<file path="src/rtl/qpsk_pkg.sv">
// Shared types, constants and the Gray QPSK mapping for the QPSK TX/RX chain.
package qpsk_pkg;

    typedef enum logic [1:0] {
        StIdle     = 2'd0,
        StPreamble = 2'd1,
        StData     = 2'd2
    } state_e;

    // Preamble alternates between opposite corners of the constellation.
    localparam logic [1:0] PreDibitEven = 2'b00;
    localparam logic [1:0] PreDibitOdd  = 2'b11;

    localparam int unsigned DibitsPerWord = 16;

    // Gray map: bit1 selects the sign of I, bit0 the sign of Q; result is {I, Q}.
    function automatic logic [31:0] dibit_to_iq(input logic [1:0] dibit, input logic [15:0] amp);
        logic [15:0] pos;
        logic [15:0] neg;
        logic [15:0] i_val;
        logic [15:0] q_val;
        pos   = amp;
        neg   = ~amp + 16'd1;
        i_val = dibit[1] ? neg : pos;
        q_val = dibit[0] ? neg : pos;
        return {i_val, q_val};
    endfunction

endpackage

</file>
<file path="src/rtl/qpsk_symbol_mapper.sv">
// Combinational dibit + amplitude to {I, Q} sample mapper.
module qpsk_symbol_mapper (
    input  logic [1:0]  dibit,
    input  logic [15:0] amp,
    output logic [31:0] iq
);
    import qpsk_pkg::*;

    // Pure table lookup; the function is shared with receiver-side models.
    always_comb begin
        iq = dibit_to_iq(dibit, amp);
    end

endmodule

</file>
<file path="src/rtl/qpsk_tx_mod.sv">
// QPSK transmit modulator: preamble insertion, dibit mapping and SPS sample hold.
module qpsk_tx_mod #(
    parameter int unsigned SPS      = 16,
    parameter int unsigned PRE_SYMS = 32
) (
    input  logic        ce_clk,
    input  logic        ce_rst,
    input  logic        clear,
    input  logic [15:0] amp,
    input  logic [31:0] s_tdata,
    input  logic        s_tlast,
    input  logic        s_tvalid,
    output logic        s_tready,
    output logic [31:0] m_tdata,
    output logic        m_tlast,
    output logic        m_tvalid,
    input  logic        m_tready
);
    import qpsk_pkg::*;

    localparam int unsigned SampW = (SPS > 1) ? $clog2(SPS) : 1;
    localparam int unsigned PreW  = (PRE_SYMS > 1) ? $clog2(PRE_SYMS) : 1;
    localparam logic [SampW-1:0] SampLast = SampW'(SPS - 1);
    localparam logic [PreW-1:0]  PreLast  = PreW'((PRE_SYMS > 0) ? PRE_SYMS - 1 : 0);

    state_e            state_q, state_d;
    logic [SampW-1:0]  samp_cnt_q, samp_cnt_d;
    logic [3:0]        sym_cnt_q, sym_cnt_d;
    logic [PreW-1:0]   pre_cnt_q, pre_cnt_d;
    logic [31:0]       word_q, word_d;
    logic              word_last_q, word_last_d;
    logic              word_valid_q, word_valid_d;
    logic [15:0]       amp_q, amp_d;

    logic        hs;
    logic        samp_last;
    logic        sym_last;
    logic        consume;
    logic        load;
    logic [4:0]  bit_lo;
    logic [1:0]  dibit;
    logic [31:0] iq;

    // Handshake decode; s_tready depends on m_tready so words stream without gaps.
    always_comb begin
        m_tvalid  = (state_q == StPreamble) || ((state_q == StData) && word_valid_q);
        hs        = m_tvalid && m_tready;
        samp_last = (samp_cnt_q == SampLast);
        sym_last  = (sym_cnt_q == 4'd15);
        consume   = (state_q == StData) && word_valid_q && hs && sym_last && samp_last;
        s_tready  = !word_valid_q || consume;
        load      = s_tvalid && s_tready;
        m_tlast   = (state_q == StData) && word_last_q && sym_last && samp_last;
    end

    // Dibit selection: alternating corners in preamble, MSB-first dibits in data.
    always_comb begin
        bit_lo = 5'd30 - {sym_cnt_q, 1'b0};
        dibit  = word_q[bit_lo +: 2];
        if (state_q == StPreamble) begin
            dibit = pre_cnt_q[0] ? PreDibitOdd : PreDibitEven;
        end
    end

    qpsk_symbol_mapper u_mapper (
        .dibit (dibit),
        .amp   (amp_q),
        .iq    (iq)
    );

    // Output data is zeroed whenever no sample is offered.
    always_comb begin
        m_tdata = m_tvalid ? iq : 32'd0;
    end

    // Holding register: load wins over consume so back-to-back words keep word_valid high.
    always_comb begin
        word_d       = word_q;
        word_last_d  = word_last_q;
        word_valid_d = word_valid_q;
        if (load) begin
            word_d       = s_tdata;
            word_last_d  = s_tlast;
            word_valid_d = 1'b1;
        end else if (consume) begin
            word_valid_d = 1'b0;
        end
    end

    // FSM and counters; counters only move on an output handshake.
    always_comb begin
        state_d    = state_q;
        samp_cnt_d = samp_cnt_q;
        sym_cnt_d  = sym_cnt_q;
        pre_cnt_d  = pre_cnt_q;
        amp_d      = amp_q;
        case (state_q)
            StIdle: begin
                if (word_valid_q) begin
                    amp_d      = amp;
                    samp_cnt_d = '0;
                    sym_cnt_d  = '0;
                    pre_cnt_d  = '0;
                    state_d    = (PRE_SYMS == 0) ? StData : StPreamble;
                end
            end
            StPreamble: begin
                if (hs) begin
                    if (samp_last) begin
                        samp_cnt_d = '0;
                        if (pre_cnt_q == PreLast) begin
                            pre_cnt_d = '0;
                            state_d   = StData;
                        end else begin
                            pre_cnt_d = pre_cnt_q + 1'b1;
                        end
                    end else begin
                        samp_cnt_d = samp_cnt_q + 1'b1;
                    end
                end
            end
            StData: begin
                if (hs) begin
                    if (samp_last) begin
                        samp_cnt_d = '0;
                        sym_cnt_d  = sym_cnt_q + 4'd1;
                        if (sym_last && word_last_q) begin
                            state_d = StIdle;
                        end
                    end else begin
                        samp_cnt_d = samp_cnt_q + 1'b1;
                    end
                end
            end
            default: state_d = StIdle;
        endcase
    end

    // State registers; clear flushes exactly like reset, including any held word.
    always_ff @(posedge ce_clk or negedge ce_rst) begin
        if (!ce_rst) begin
            state_q      <= StIdle;
            samp_cnt_q   <= '0;
            sym_cnt_q    <= '0;
            pre_cnt_q    <= '0;
            word_q       <= '0;
            word_last_q  <= 1'b0;
            word_valid_q <= 1'b0;
            amp_q        <= '0;
        end else if (clear) begin
            state_q      <= StIdle;
            samp_cnt_q   <= '0;
            sym_cnt_q    <= '0;
            pre_cnt_q    <= '0;
            word_q       <= '0;
            word_last_q  <= 1'b0;
            word_valid_q <= 1'b0;
            amp_q        <= '0;
        end else begin
            state_q      <= state_d;
            samp_cnt_q   <= samp_cnt_d;
            sym_cnt_q    <= sym_cnt_d;
            pre_cnt_q    <= pre_cnt_d;
            word_q       <= word_d;
            word_last_q  <= word_last_d;
            word_valid_q <= word_valid_d;
            amp_q        <= amp_d;
        end
    end

endmodule

</file>
<file path="config.mk">
export PLATFORM = sky130hd
export DESIGN_NAME = qpsk_tx_mod
export DESIGN_NICKNAME = d
export VERILOG_FILES = /design/src/rtl/qpsk_pkg.sv /design/src/rtl/qpsk_symbol_mapper.sv /design/src/rtl/qpsk_tx_mod.sv
export SDC_FILE = /design/constraint.sdc
export NUM_CORES = 1
export LEC_CHECK = 0
export ABC_CLOCK_PERIOD_IN_PS = 3800
export CAP_MARGIN = 15
export CORE_MARGIN = 4
export CORE_UTILIZATION = 49
export DETAILED_ROUTE_END_ITERATION = 16
export PLACE_DENSITY = 0.79
export SYNTH_ARGS = -nofsm -noshare
export SYNTH_HDL_FRONTEND = slang
export SYNTH_SLANG_ARGS = --single-unit
</file>
<file path="constraint.sdc">
create_clock -name ce_clk -period 3.8 [get_ports ce_clk]
set_input_delay 1.14 -clock ce_clk [delete_from_list [all_inputs] [get_ports ce_clk]]
set_output_delay 1.14 -clock ce_clk [all_outputs]
set_load 0.05 [all_outputs]
</file>
==> reports/results.txt <==
Status: complete, no violations
Final setup fails: 0
CTS Buffer Depth: 2
Root Buffer Master: clkbuf_8
DP HPWL: 7.44 mm
Hold Crit Class: reg2reg
Primary FF master, synth: dfrtp_1
Total power: 2.51 mW
Max Freq: 265 MHz
Max Cap Viol: 0
Critical Path End Type: output pin
Worst reg2reg path depth: 6
Syn_area_per_cell: 9.33 um^2
DR WL/cell: 17.0 um
DP Worst Slack: 0.290 ns
Final hold vios: 0
Slew of the pin with the lowest slew margin: 0.789 ns
Port bufs: 88
TNS Setup: 0 ns
Min-Delay Path Depth: 2
Maximum VDD drop: 0.276 mV
Clock latency on the worst-skew pair: 0.34 ns
# IOs: 89
Leak: 2.26 nW
TritonCTS clock tree: yes
Net count after synthesis: 469
Mapped cell area: 0.00380 mm^2
Total grt overflow: 0
Setup crit start kind: register
#FFs+latches synth: 65
Total Wirelength: 10.2 mm
Worst setup margin: 0.0246 ns
Post-synth EDFFs: 0
Post-route ant nets: 0
Req. time, crit path: 2.66 ns
RSZ-0062 raised after global routing: yes
Die Wd: 96.0 um
Synth cell types: 36
Pwr/cell area: 465 mW/mm^2
Syn. warnings: 0
Total number of H-tree levels: 3
Fin util: 0.729
# rows: 31
Die height: 96.0 um
Area grow syn2layout: 42.2%
CTS buffer count: 9
Drt first pass iters: 4
Total core area: 0.00741 mm^2
Post-route DRC: 0
Async S/R FF share, synth: 1.00
Hold Buf Count CTS: 0
First-pass GRT wire length: 15.4 mm
Initial antenna violation count: 0
Reg clk slew, reported paths: 0.07 ns
Initial DRC Count: 197
Register area share after synthesis: 0.428
Post-Synthesis Cells: 407
Vias in the first global route: 3,283
Slew HR: 0.474
Overall Global Routing Usage: 0.216
Largest net degree at the start of global routing: 64
Crit Path Category: reg2out
Initial Util: 0.513
Via density: 5.66
Clock sink count: 65
Ant. Diodes: 0
Worst hold slack: 0.504 ns
Die ar.: 0.00922 mm^2
Critical path arrival: 2.64 ns
Gp weighted congestion: 0.833
Clk_skew: 0.00844 ns
Nets@finish: 555
Final min period: 3.78 ns
Final Max Tran Viols: 0
Final worst-path cycle share: 0.994
Post-CTS setup buffers: 0
CP Max Fanout: 6
Total number of vias: 3,379
Share of post-route cells with drive strength above 1: 0.197
-- final cells by class --
class,instances,area (um^2)
Clock buffer,13,159
Clock inverter,3,15.0
Fill cell,515,2010
Inverter,11,41.3
Multi-Input combinational cell,306,2130
Sequential cell,65,1630
Tap cell,99,124
Timing Repair Buffer,100,1300
-- sequential cells by signal (all words and copies together) (netlist names) --
register and cells:
word_q 32, amp_q 16, pre_cnt_q 5, samp_cnt_q 4
sym_cnt_q 4, state_q 2, word_last_q 1, word_valid_q 1
-- critical path, stage by stage, from the launching register on --
cell and delay, ns:
dfrtp_1 0.46, or4_1 0.59, or4_1 0.47, nor3_2 0.24, nor2_1 0.09, mux2i_1 0.26
buf_12 0.18
-- power by group --
group | internal (mW) | switching (mW)
Sequential | 0.748 | 0.0620
Combinational | 0.496 | 0.681
Clock | 0.269 | 0.252
Total | 1.51 | 0.995
-- layout by cell type, fill, tap and decap left out, types with 3 or more instances in the layout --
cell,count
mux4_2,4
mux2i_2,21
buf_6,4
nor2_1,39
nand2_1,63
clkbuf_8,11
buf_4,8
nand2b_1,17
o21ai_0,16
mux2i_1,17
a21oi_1,24
buf_12,32
inv_1,11
and3_1,3
nor3b_1,4
clkinv_2,3
dfrtp_1,64
nand3_1,5
nand4_1,5
nor2b_1,8
a22o_1,36
ha_1,7
nor3_1,3
clkdlybuf4s50_1,55
and2_1,3
o31ai_1,3
-- kinds of logic (layout without fill, tap and decap cells) --
kind of cell / Yosys count / count (layout) / synth area share
AO/OA/AOI/OAI: 91 / 91 / 0.175
flip-flops: 65 / 65 / 0.428
adder cells (fa/ha/maj): 8 / 8 / 0.0264
AND/OR/NAND/NOR: 164 / 164 / 0.203
buffers and inverters: 36 / 127 / 0.0415
XOR/XNOR: 1 / 1 / 0.00231
multiplexers: 42 / 42 / 0.124
-- layer usage --
| layer | vias to the layer above | part of all wire | global-route usage |
|---|---|---|---|
| met5 | - | 0 | 0 |
| met1 | 1630 | 0.41 | 0.279 |
| li1 | 1625 | - | - |
| met3 | 9 | 0.069 | 0.0453 |
| met2 | 115 | 0.51 | 0.358 |
| met4 | 0 | 0.012 | 0.0806 |
-- path summary, 6_finish.rpt --
check                             start           end  slack [ns]
setup / recovery               amp_q[8]   m_tdata[15]        0.02
hold / removal             pre_cnt_q[4]  pre_cnt_q[4]        0.50
hold reg to reg            pre_cnt_q[4]  pre_cnt_q[4]        0.50
min in group asynchronous        ce_rst    word_q[18]        0.58
setup reg to reg             state_q[0]  sym_cnt_q[2]        1.47
max in group asynchronous        ce_rst  sym_cnt_q[0]        2.24
-- synth_stat cells (2+ instances only) --
cell,instances,area [um^2]
nand3_1,5,25.0
o31ai_1,3,22.5
mux4_2,4,90.1
nor2b_1,8,50.1
dfrtp_1,65,1630
buf_2,3,15.0
or4_1,4,30.0
a211oi_1,2,15.0
mux2i_1,38,380
nor3b_1,4,30.0
nand2_1,63,236
inv_1,11,41.3
buf_6,2,22.5
nand4_1,5,31.3
a311oi_4,2,52.6
a21oi_1,25,125
a31o_2,2,17.5
clkbuf_1,19,71.3
nor2_1,40,150
nor3_1,5,25.0
a22o_1,36,315
o21ai_0,16,80.1
and3_1,3,18.8
a22oi_1,2,15.0
nand2b_1,17,106
nor4_1,4,25.0
and2_1,3,18.8
ha_1,8,100
-- through the flow --
step | area [um^2] | cells
3_5_place_dp | 5140 | 580
5_1_grt | 5400 | 597
4_1_cts | 5330 | 596
6_report | 5400 | 597
2_1_floorplan | 3850 | 407
3_3_place_gp | 5140 | 580
-- what timing repair did --
item | in CTS | in global routing
pin swaps | 0 | 2
endpoints found under the setup margin | 16 | 29
resized for setup | 4 | 18
gates cloned | 0 | 1
(Power assumes the default switching activity.)
